==> src/rtl/color_pkg.sv <==
// Shared constants and types for the colour compositor: status encodings,
// the 8-bit-per-channel RGB record, palette offsets and reset colours.
package color_pkg;

    localparam logic [3:0] ST_WAITING = 4'b1000;
    localparam logic [3:0] ST_PLAYING = 4'b0100;
    localparam logic [3:0] ST_WIN     = 4'b0010;
    localparam logic [3:0] ST_LOSE    = 4'b0001;

    typedef struct packed {
        logic [7:0] r;
        logic [7:0] g;
        logic [7:0] b;
    } rgb_t;

    // Screen entries sit directly after the layer colours.
    localparam int PAL_WAITING = 0;
    localparam int PAL_WIN     = 1;
    localparam int PAL_LOSE    = 2;
    localparam int PAL_SKY     = 3;

    localparam rgb_t DEF_BLACK   = rgb_t'(24'h000000);
    localparam rgb_t DEF_LAYER1  = rgb_t'(24'hFFFF00);
    localparam rgb_t DEF_LAYER2  = rgb_t'(24'h404040);
    localparam rgb_t DEF_LAYER3  = rgb_t'(24'h101010);
    localparam rgb_t DEF_WAITING = rgb_t'(24'h404040);
    localparam rgb_t DEF_WIN     = rgb_t'(24'h800000);
    localparam rgb_t DEF_LOSE    = rgb_t'(24'h008000);
    localparam rgb_t DEF_SKY     = rgb_t'(24'h4F4F7F);

    function automatic rgb_t default_entry(input int idx, input int num_layers);
        rgb_t c;
        c = DEF_BLACK;
        if (idx < num_layers) begin
            case (idx)
                1:       c = DEF_LAYER1;
                2:       c = DEF_LAYER2;
                3:       c = DEF_LAYER3;
                default: c = DEF_BLACK;
            endcase
        end else begin
            case (idx - num_layers)
                PAL_WAITING: c = DEF_WAITING;
                PAL_WIN:     c = DEF_WIN;
                PAL_LOSE:    c = DEF_LOSE;
                PAL_SKY:     c = DEF_SKY;
                default:     c = DEF_BLACK;
            endcase
        end
        return c;
    endfunction

endpackage

==> src/rtl/fade_ctrl.sv <==
// Frame-boundary status latch with optional fade-out/fade-in level sequencing.
// The fade FSM is only built when COLOR_FADE_EN is defined.
module fade_ctrl
    import color_pkg::*;
#(
    parameter int FADE_FRAMES = 16,
    localparam int LVL_W = $clog2(FADE_FRAMES) + 1
) (
    input  logic             Clk,
    input  logic             Reset,
    input  logic             frame_start,
    input  logic [3:0]       status,
    output logic [3:0]       cur_status,
    output logic [LVL_W-1:0] lvl
);

    localparam logic [LVL_W-1:0] LVL_FULL = LVL_W'(FADE_FRAMES);

    logic [3:0] cur_reg;
    assign cur_status = cur_reg;

`ifdef COLOR_FADE_EN
    localparam logic [1:0] S_IDLE     = 2'd0;
    localparam logic [1:0] S_FADE_OUT = 2'd1;
    localparam logic [1:0] S_FADE_IN  = 2'd2;

    logic [1:0]       state_reg, state_next;
    logic [LVL_W-1:0] lvl_reg, lvl_next;
    logic [3:0]       cur_next;
    logic [3:0]       target_reg, target_next;
    logic             step_out;

    assign lvl = lvl_reg;

    always_comb begin
        state_next  = state_reg;
        lvl_next    = lvl_reg;
        cur_next    = cur_reg;
        target_next = target_reg;
        step_out    = 1'b0;
        if (frame_start) begin
            case (state_reg)
                S_IDLE:     step_out = (status != cur_reg);
                S_FADE_OUT: step_out = 1'b1;
                S_FADE_IN: begin
                    if (status != cur_reg) begin
                        step_out = 1'b1;
                    end else begin
                        lvl_next = lvl_reg + 1'b1;
                        if (lvl_reg == LVL_FULL - 1'b1)
                            state_next = S_IDLE;
                    end
                end
                default:    state_next = S_IDLE;
            endcase
        end
        // One fade-out step; reaching black swaps the screen and turns around.
        if (step_out) begin
            target_next = status;
            if (lvl_reg <= LVL_W'(1)) begin
                lvl_next   = '0;
                cur_next   = status;
                state_next = S_FADE_IN;
            end else begin
                lvl_next   = lvl_reg - 1'b1;
                state_next = S_FADE_OUT;
            end
        end
    end

    always_ff @(posedge Clk or posedge Reset) begin
        if (Reset) begin
            state_reg  <= S_IDLE;
            lvl_reg    <= LVL_FULL;
            cur_reg    <= ST_WAITING;
            target_reg <= ST_WAITING;
        end else begin
            state_reg  <= state_next;
            lvl_reg    <= lvl_next;
            cur_reg    <= cur_next;
            target_reg <= target_next;
        end
    end
`else
    assign lvl = LVL_FULL;

    always_ff @(posedge Clk or posedge Reset) begin
        if (Reset)
            cur_reg <= ST_WAITING;
        else if (frame_start)
            cur_reg <= status;
    end
`endif

endmodule

==> src/rtl/color_compositor.sv <==
// Two-stage per-pixel compositor: layer priority, palette lookup, sky gradient
// and fade scaling. Define COLOR_FADE_EN to build the fade FSM and multiplier.
module color_compositor
    import color_pkg::*;
#(
    parameter int NUM_LAYERS  = 4,
    parameter int COLOR_W     = 8,
    parameter int FADE_FRAMES = 16,
    localparam int AW = $clog2(NUM_LAYERS + 4)
) (
    input  logic                   Clk,
    input  logic                   Reset,
    input  logic                   pix_valid,
    input  logic [9:0]             DrawX,
    input  logic [9:0]             DrawY,
    input  logic [NUM_LAYERS-1:0]  layer_hit,
    input  logic [3:0]             status,
    input  logic                   frame_start,
    input  logic                   pal_we,
    input  logic [AW-1:0]          pal_addr,
    input  logic [3*COLOR_W-1:0]   pal_data,
    output logic                   pal_ready,
    output logic [COLOR_W-1:0]     VGA_R,
    output logic [COLOR_W-1:0]     VGA_G,
    output logic [COLOR_W-1:0]     VGA_B,
    output logic                   out_valid
);

    localparam int PAL_N   = NUM_LAYERS + 4;
    localparam int IDX_W   = (NUM_LAYERS > 1) ? $clog2(NUM_LAYERS) : 1;
    localparam int CW3     = 3 * COLOR_W;
    localparam int LVL_W   = $clog2(FADE_FRAMES) + 1;
    localparam int DW      = COLOR_W + 8;
    localparam int SKY_IDX = NUM_LAYERS + PAL_SKY;

    // Reset colours are 8-bit; left-align them into COLOR_W-bit channels.
    function automatic logic [COLOR_W-1:0] widen(input logic [7:0] ch);
        logic [COLOR_W+7:0] t;
        t = {ch, {COLOR_W{1'b0}}};
        return t[COLOR_W+7:8];
    endfunction

    function automatic logic [CW3-1:0] pal_default(input int idx);
        rgb_t c;
        c = default_entry(idx, NUM_LAYERS);
        return {widen(c.r), widen(c.g), widen(c.b)};
    endfunction

    logic [3:0]       cur_status;
    logic [LVL_W-1:0] lvl;

    fade_ctrl #(.FADE_FRAMES(FADE_FRAMES)) u_fade (
        .Clk         (Clk),
        .Reset       (Reset),
        .frame_start (frame_start),
        .status      (status),
        .cur_status  (cur_status),
        .lvl         (lvl)
    );

    // Palette with a single pending write slot committed at frame_start.
    logic [CW3-1:0] pal_reg [PAL_N];
    logic           pend_valid_reg;
    logic [AW-1:0]  pend_addr_reg;
    logic [CW3-1:0] pend_data_reg;

    assign pal_ready = !pend_valid_reg;

    always_ff @(posedge Clk or posedge Reset) begin
        if (Reset) begin
            pend_valid_reg <= 1'b0;
            pend_addr_reg  <= '0;
            pend_data_reg  <= '0;
            for (int i = 0; i < PAL_N; i++)
                pal_reg[i] <= pal_default(i);
        end else if (pal_we && !pend_valid_reg) begin
            pend_valid_reg <= 1'b1;
            pend_addr_reg  <= pal_addr;
            pend_data_reg  <= pal_data;
        end else if (frame_start && pend_valid_reg) begin
            pend_valid_reg <= 1'b0;
            for (int i = 0; i < PAL_N; i++)
                if (int'(pend_addr_reg) == i)
                    pal_reg[i] <= pend_data_reg;
        end
    end

    // Stage 1: lowest set layer wins.
    logic [IDX_W-1:0] hit_idx;
    logic             s1_valid_reg;
    logic             s1_hit_reg;
    logic [IDX_W-1:0] s1_idx_reg;
    logic [6:0]       s1_x_reg;

    always_comb begin
        hit_idx = '0;
        for (int i = NUM_LAYERS - 1; i >= 0; i--)
            if (layer_hit[i])
                hit_idx = IDX_W'(i);
    end

    always_ff @(posedge Clk or posedge Reset) begin
        if (Reset) begin
            s1_valid_reg <= 1'b0;
            s1_hit_reg   <= 1'b0;
            s1_idx_reg   <= '0;
            s1_x_reg     <= '0;
        end else begin
            s1_valid_reg <= pix_valid;
            s1_hit_reg   <= |layer_hit;
            s1_idx_reg   <= hit_idx;
            s1_x_reg     <= DrawX[9:3];
        end
    end

    // Stage 2: colour selection.
    logic [CW3-1:0]     sel;
    logic [DW-1:0]      sky_b_ext;
    logic [DW-1:0]      x_ext;
    logic [COLOR_W-1:0] grad_b;

    always_comb begin
        sky_b_ext = DW'(pal_reg[SKY_IDX][COLOR_W-1:0]);
        x_ext     = DW'(s1_x_reg);
        grad_b    = (sky_b_ext < x_ext) ? '0 : COLOR_W'(sky_b_ext - x_ext);
        sel       = '0;
        case (cur_status)
            ST_WAITING: sel = pal_reg[NUM_LAYERS + PAL_WAITING];
            ST_WIN:     sel = pal_reg[NUM_LAYERS + PAL_WIN];
            ST_LOSE:    sel = pal_reg[NUM_LAYERS + PAL_LOSE];
            ST_PLAYING: begin
                if (s1_hit_reg)
                    sel = pal_reg[AW'(s1_idx_reg)];
                else
                    sel = {pal_reg[SKY_IDX][CW3-1 -: COLOR_W],
                           pal_reg[SKY_IDX][CW3-1 -: COLOR_W], grad_b};
            end
            default:    sel = '0;
        endcase
    end

    logic [COLOR_W-1:0] scaled [3];

    genvar gi;
    generate
        for (gi = 0; gi < 3; gi++) begin : g_ch
            logic [COLOR_W-1:0] c;
            assign c = sel[gi*COLOR_W +: COLOR_W];
`ifdef COLOR_FADE_EN
            localparam int LOG2F = $clog2(FADE_FRAMES);
            localparam int PW    = COLOR_W + LOG2F + 1;
            logic [PW-1:0] prod;
            assign prod       = PW'(c) * PW'(lvl);
            assign scaled[gi] = COLOR_W'(prod >> LOG2F);
`else
            assign scaled[gi] = c;
`endif
        end
    endgenerate

`ifndef COLOR_FADE_EN
    logic unused_lvl;
    assign unused_lvl = ^lvl;
`endif
    logic unused_coords;
    assign unused_coords = ^{DrawY, DrawX[2:0]};

    always_ff @(posedge Clk or posedge Reset) begin
        if (Reset) begin
            VGA_R     <= '0;
            VGA_G     <= '0;
            VGA_B     <= '0;
            out_valid <= 1'b0;
        end else begin
            out_valid <= s1_valid_reg;
            VGA_R     <= s1_valid_reg ? scaled[2] : '0;
            VGA_G     <= s1_valid_reg ? scaled[1] : '0;
            VGA_B     <= s1_valid_reg ? scaled[0] : '0;
        end
    end

endmodule

==> config.mk <==
export PLATFORM = sky130hd
export DESIGN_NAME = color_compositor
export DESIGN_NICKNAME = d
export VERILOG_FILES = /design/src/rtl/color_pkg.sv /design/src/rtl/fade_ctrl.sv /design/src/rtl/color_compositor.sv
export SDC_FILE = /design/constraint.sdc
export NUM_CORES = 1
export LEC_CHECK = 0
export BUFFER_PORTS_ARGS = -buffer_cell sky130_fd_sc_hd__clkbuf_2
export CAP_MARGIN = 20
export CORE_ASPECT_RATIO = 0.75
export CORE_UTILIZATION = 40
export DETAILED_ROUTE_END_ITERATION = 16
export MAX_ROUTING_LAYER = met4
export SYNTH_ARGS = -nofsm -noshare
export SYNTH_HDL_FRONTEND = slang
export SYNTH_HIERARCHICAL = 1
export SYNTH_SLANG_ARGS = --single-unit
export TNS_END_PERCENT = 5
==> constraint.sdc <==
create_clock -name Clk -period 10 [get_ports Clk]
set_input_delay 3 -clock Clk [delete_from_list [all_inputs] [get_ports Clk]]
set_output_delay 3 -clock Clk [all_outputs]
set_load 0.03 [all_outputs]
==> impl_metrics.env, run 1 <==
export IMPL_dr_pass1_iters=5
export IMPL_largest_reg_flops=184
export IMPL_synthToLayoutAreaGrowth_pct=14.6
export IMPL_io_buffers=72
export IMPL_nFillCells=2365
export IMPL_antenna_cells=0
export IMPL_synth_nets=809
export IMPL_multi_input_area_um2=4300
export IMPL_die_x_um=192
export IMPL_cp_data_arrival_time_ns=4.71
export IMPL_h_tree_depth=1
export IMPL_globalplace_congestion=0.736
export IMPL_grt_max_degree=161
export IMPL_min_path_type="reg -> reg"
export IMPL_cts_buffer_depth=3
export IMPL_drc=0
export IMPL_criticalPathCategory="in -> reg"
export IMPL_min_period_ns=4.30
export IMPL_fin_setup_tns_ns=0
export IMPL_power_density_nw_per_um2=280
export IMPL_dieArea_um2=27800
export IMPL_post_cts_setup_buffers=0
export IMPL_numCtsBuffers=26
export IMPL_grt_pass1_wl_um=38700
export IMPL_grt_setup_unrepaired="false"
export IMPL_antenna_found_initial=0
export IMPL_gr_usage_all_layers_pct=18.9
export IMPL_maxCapViolCount=0
export IMPL_yosys_warnings=6
export IMPL_worst_pin_slew_ns=1.00
export IMPL_relSlewSlack_pct=33.3
export IMPL_syn_inst=740
export IMPL_finalHoldViolCount=0
export IMPL_cts_tree="yes"
export IMPL_avgSynthCellArea_um2=14.7
export IMPL_totalWireLength_um=24600
export IMPL_fp_coreArea_um2=26300
export IMPL_clockRootBuffer="clkbuf_16"
export IMPL_finalCritPeriodShare_pct=43.0
export IMPL_status="complete, no violations"
export IMPL_initial_utilization_pct=41.3
export IMPL_cts_reportedPaths_clkPinSlew_ns=0.06
export IMPL_num_rows=51
export IMPL_drt_wirelength_per_cell_um=21.0
export IMPL_layout_nets=878
export IMPL_drive_gt1_share_pct=49.7
export IMPL_cts_hold_buf=0
export IMPL_finClkSkew_ns=0.0173
export IMPL_vias=6453
export IMPL_setup_violations=0
export IMPL_clock_sinks=252
export IMPL_drt_iter0_markers=421
export IMPL_fin_ws_ns=5.70
export IMPL_pre_cts_slack_ns=5.18
export IMPL_regArea_um2=6360
export IMPL_place_hpwl_um=14800
export IMPL_via_per_inst=5.50
export IMPL_die_h_um=145
export IMPL_ant_nets=0
export IMPL_cp_end_kind="register"
export IMPL_leakage_nw=5.28
export IMPL_worstPathRequired_ns=10.41
export IMPL_insertion_delay_ns=0.53
export IMPL_post_cts_resized=0
export IMPL_syn_area_um2=10900
export IMPL_max_vdd_ir_drop_v=0.000126
export IMPL_overflow=0
export IMPL_report_final_slew_viol_count=0
export IMPL_max_freq_mhz=233
export IMPL_cp_max_fo=24
export IMPL_startpoint_type="primary input"
export IMPL_ioPinCount=86
export IMPL_grt_pass1_vias=6487
## cells in the final DEF (no fill, tap or decap), types with 13 or more instances in the layout
cell type  count
a21oi_1       28
nor2b_1       13
o21ai_0       20
mux2_2       214
mux4_2        24
inv_1         14
a222oi_1      17
clkbuf_2      72
clkbuf_16     26
dfstp_2       40
and2_1        16
dfrtp_1      211
## area by class of cell
class | count | area share (%)
flip-flops and latches | 252 | 51.1
multi-input cells | 431 | 34.6
clock buffers | 45 | 6.45
repair buffers | 83 | 3.66
well taps | 344 | 3.46
inverters | 15 | 0.513
clock inverters | 3 | 0.262
## metal layers
| layer | part of all wire [%] | global-route usage, % | vias to the layer above |
|---|---|---|---|
| met2 | 43 | 26.5 | 135 |
| met3 | 4.3 | 2.48 | 31 |
| met1 | 51 | 28.8 | 3402 |
| met4 | 1.6 | 4.19 | 0 |
| met5 | 0 | - | - |
| li1 | - | - | 2885 |
## metrics by stage
stage / total power (W) / hold slack [ns] / utilization [%] / area (um2) / std cells
finish: 0.00348 / 0.497 / 47.3 / 12400 / 1173
global route: 0.00369 / 0.517 / 47.3 / 12400 / 1173
CTS: 0.00352 / 0.502 / 47.3 / 12400 / 1173
detailed placement: 0.00257 / 0.488 / 44.1 / 11600 / 1125
global placement: 0.00253 / 0.481 / 44.1 / 11600 / 1125
floorplan: 0.00234 / 0.365 / - / 10900 / 740
## worst max-delay path, stage by stage
cell and delay (ns):
clkbuf_2 0.18, nand3b_1 0.28, nor2_4 0.83, mux2_2 0.42
## worst paths after layout
check                               from                    to  slack [ns]  cells after the start
setup reg to reg           s1_idx_reg[0]              VGA_B[6]        7.50                      3
hold / removal               pal_reg[20]           pal_reg[20]        0.50                      1
hold reg to reg              pal_reg[20]           pal_reg[20]        0.50                      1
max in group asynchronous          Reset         s1_idx_reg[0]        6.08                      3
min in group asynchronous          Reset  u_fade/cur_status[1]        2.41                      2
setup / recovery             frame_start           pal_reg[84]        5.70                      4
## report_power, final
group          switching, W  internal [W]
clock              0.000389      0.000543
combinational      0.000309      0.000492
sequential         0.000268       0.00148
total              0.000967       0.00252
Note: power is estimated with default switching activity, not from simulation.
==> run 2: changes to the inputs <==
--- a/config.mk
+++ b/config.mk
@@ -5,6 +5,7 @@
 export SDC_FILE = /design/constraint.sdc
 export NUM_CORES = 1
 export LEC_CHECK = 0
+export ABC_AREA = 1
 export BUFFER_PORTS_ARGS = -buffer_cell sky130_fd_sc_hd__clkbuf_2
 export CAP_MARGIN = 20
 export CORE_ASPECT_RATIO = 0.75
==> constraint.sdc (replaced) <==
create_clock -name Clk -period 4.2 [get_ports Clk]
set_input_delay 1.26 -clock Clk [delete_from_list [all_inputs] [get_ports Clk]]
set_output_delay 1.26 -clock Clk [all_outputs]
set_load 0.03 [all_outputs]
==> run 2 against run 1 <==
  * Via count increased by 32%
  * Hold slack got worse by 0.12 ns
  * Largest power group unchanged
  * Setup slack got worse by 4.0 ns
  * Largest cell class unchanged
  * Non-clock buffer count increased by 14
  * First-iteration DRC count increased by 74%
==> impl_metrics.env, run 2 <==
export IMPL_clockRootBuffer="clkbuf_16"
export IMPL_via_per_inst=5.13
export IMPL_vias=8499
export IMPL_whs_ns=0.374
export IMPL_h_tree_depth=1
export IMPL_dr_wl_met3_um=1680
export IMPL_finalCritPeriodShare_pct=60.6
export IMPL_max_vdd_ir_drop_v=0.000296
export IMPL_drive_gt1_share_pct=14.9
export IMPL_totalWireLength_um=27700
export IMPL_cts_hold_buf=0
export IMPL_max_freq_mhz=393
export IMPL_startpoint_type="register"
export IMPL_die_x_um=192
export IMPL_relSlewSlack_pct=43.0
export IMPL_finalHoldViolCount=0
export IMPL_cp_max_fo=3
export IMPL_regArea_um2=6360
export IMPL_worst_pin_slew_ns=0.854
export IMPL_ant_nets=0
export IMPL_gr_usage_all_layers_pct=21.3
export IMPL_cp_data_arrival_time_ns=1.29
export IMPL_setup_violations=0
export IMPL_multi_input_area_um2=3820
export IMPL_dr_max_layer_used="met4"
export IMPL_place_hpwl_um=17100
export IMPL_drc=0
export IMPL_grt_pass1_vias=7938
export IMPL_antenna_cells=0
export IMPL_cp_end_kind="primary output"
export IMPL_post_cts_resized=0
export IMPL_cts_tree="yes"
export IMPL_ioPinCount=86
export IMPL_overflow=0
export IMPL_min_path_type="reg -> reg"
export IMPL_report_final_slew_viol_count=0
export IMPL_met1_length_um=13800
export IMPL_antenna_found_initial=0
export IMPL_leakage_nw=6.06
export IMPL_power_density_nw_per_um2=652
export IMPL_nFillCells=2523
export IMPL_die_h_um=144
export IMPL_worstPathRequired_ns=2.94
export IMPL_final_cell_mix="nand2_1 (358), o21ai_0 (230), dfrtp_1 (212)"
export IMPL_yosys_warnings=6
export IMPL_grt_pass1_wl_um=44400
export IMPL_avgSynthCellArea_um2=8.73
export IMPL_cts_reportedPaths_clkPinSlew_ns=0.06
export IMPL_pre_cts_slack_ns=1.19
export IMPL_grt_max_degree=56
export IMPL_clock_sinks=252
export IMPL_syn_inst=1239
export IMPL_post_cts_setup_buffers=0
export IMPL_layout_nets=1362
export IMPL_p_total_w=0.00812
export IMPL_wl_met2_um=11900
export IMPL_min_period_ns=2.55
export IMPL_fp_coreArea_um2=26200
export IMPL_numCtsBuffers=27
export IMPL_largest_reg_flops=184
export IMPL_dieArea_um2=27700
export IMPL_fin_ws_ns=1.65
export IMPL_dr_pass1_iters=6
export IMPL_drt_wirelength_per_cell_um=16.7
export IMPL_finClkSkew_ns=0.00717
export IMPL_num_rows=51
export IMPL_criticalPathCategory="reg -> out"
export IMPL_globalplace_congestion=0.829
export IMPL_insertion_delay_ns=0.52
export IMPL_synthToLayoutAreaGrowth_pct=15.1
export IMPL_fin_util_pct=47.4
export IMPL_grt_setup_unrepaired="false"
export IMPL_io_buffers=72
export IMPL_syn_area_um2=10800
export IMPL_cts_buffer_depth=3
export IMPL_initial_utilization_pct=41.2
export IMPL_drt_iter0_markers=733
export IMPL_status="complete, no violations"
export IMPL_synth_nets=1308
export IMPL_maxCapViolCount=0
export IMPL_layout_commonest_cell="nand2_1"
[run 2: worst paths after layout]
| kind | startpoint | end | slack, ns | cells past startpoint |
|---|---|---|---|---|
| worst max register to register | s1_idx_reg[0] | VGA_G[1] | 1.82 | 8 |
| worst max-delay path | pend_valid_reg | pal_ready | 1.65 | 2 |
| worst min register to register | s1_valid_reg | out_valid | 0.37 | 0 |
| max in group asynchronous | Reset | pal_reg[163] | 2.77 | 4 |
| worst min-delay path | s1_valid_reg | out_valid | 0.37 | 0 |
| min in group asynchronous | Reset | u_fade/cur_status[2] | 0.63 | 2 |
[run 2: layout make-up]
cell class	count	area share, %
Multi-Input combinational cell	849	30.7
Clock inverter	8	0.543
Timing Repair Buffer	97	5.72
Tap cell	344	3.46
Inverter	66	2.02
Sequential cell	252	51.1
Clock buffer	41	6.50
[run 2: where the power goes]
part / switching [W] / internal, W / total [W]
combinational: 0.00112 / 0.000692 / 0.00181
clock: 0.000936 / 0.00138 / 0.00232
sequential: 0.000483 / 0.00350 / 0.00398
total: 0.00254 / 0.00557 / 0.00812
[run 2: stage by stage]
stage	std cells	instance area (um2)	TNS (ns)
3_5_place_dp	1602	11400	0
4_1_cts	1651	12300	0
6_report	1657	12400	0
2_1_floorplan	1239	10800	-60.17
5_1_grt	1657	12400	0
3_3_place_gp	1602	11400	0
[run 2: critical path, cell delays in order, from the launching register on]
cell and delay, ns:
dfrtp_1 0.38, inv_1 0.15, clkbuf_2 0.23
[run 2: layer usage]
layer / up-vias / GRT usage (%)
li1: 4139 / -
met1: 4085 / 32.1
met2: 248 / 30.5
met3: 27 / 3.08
met4: 0 / 3.72
met5: - / -
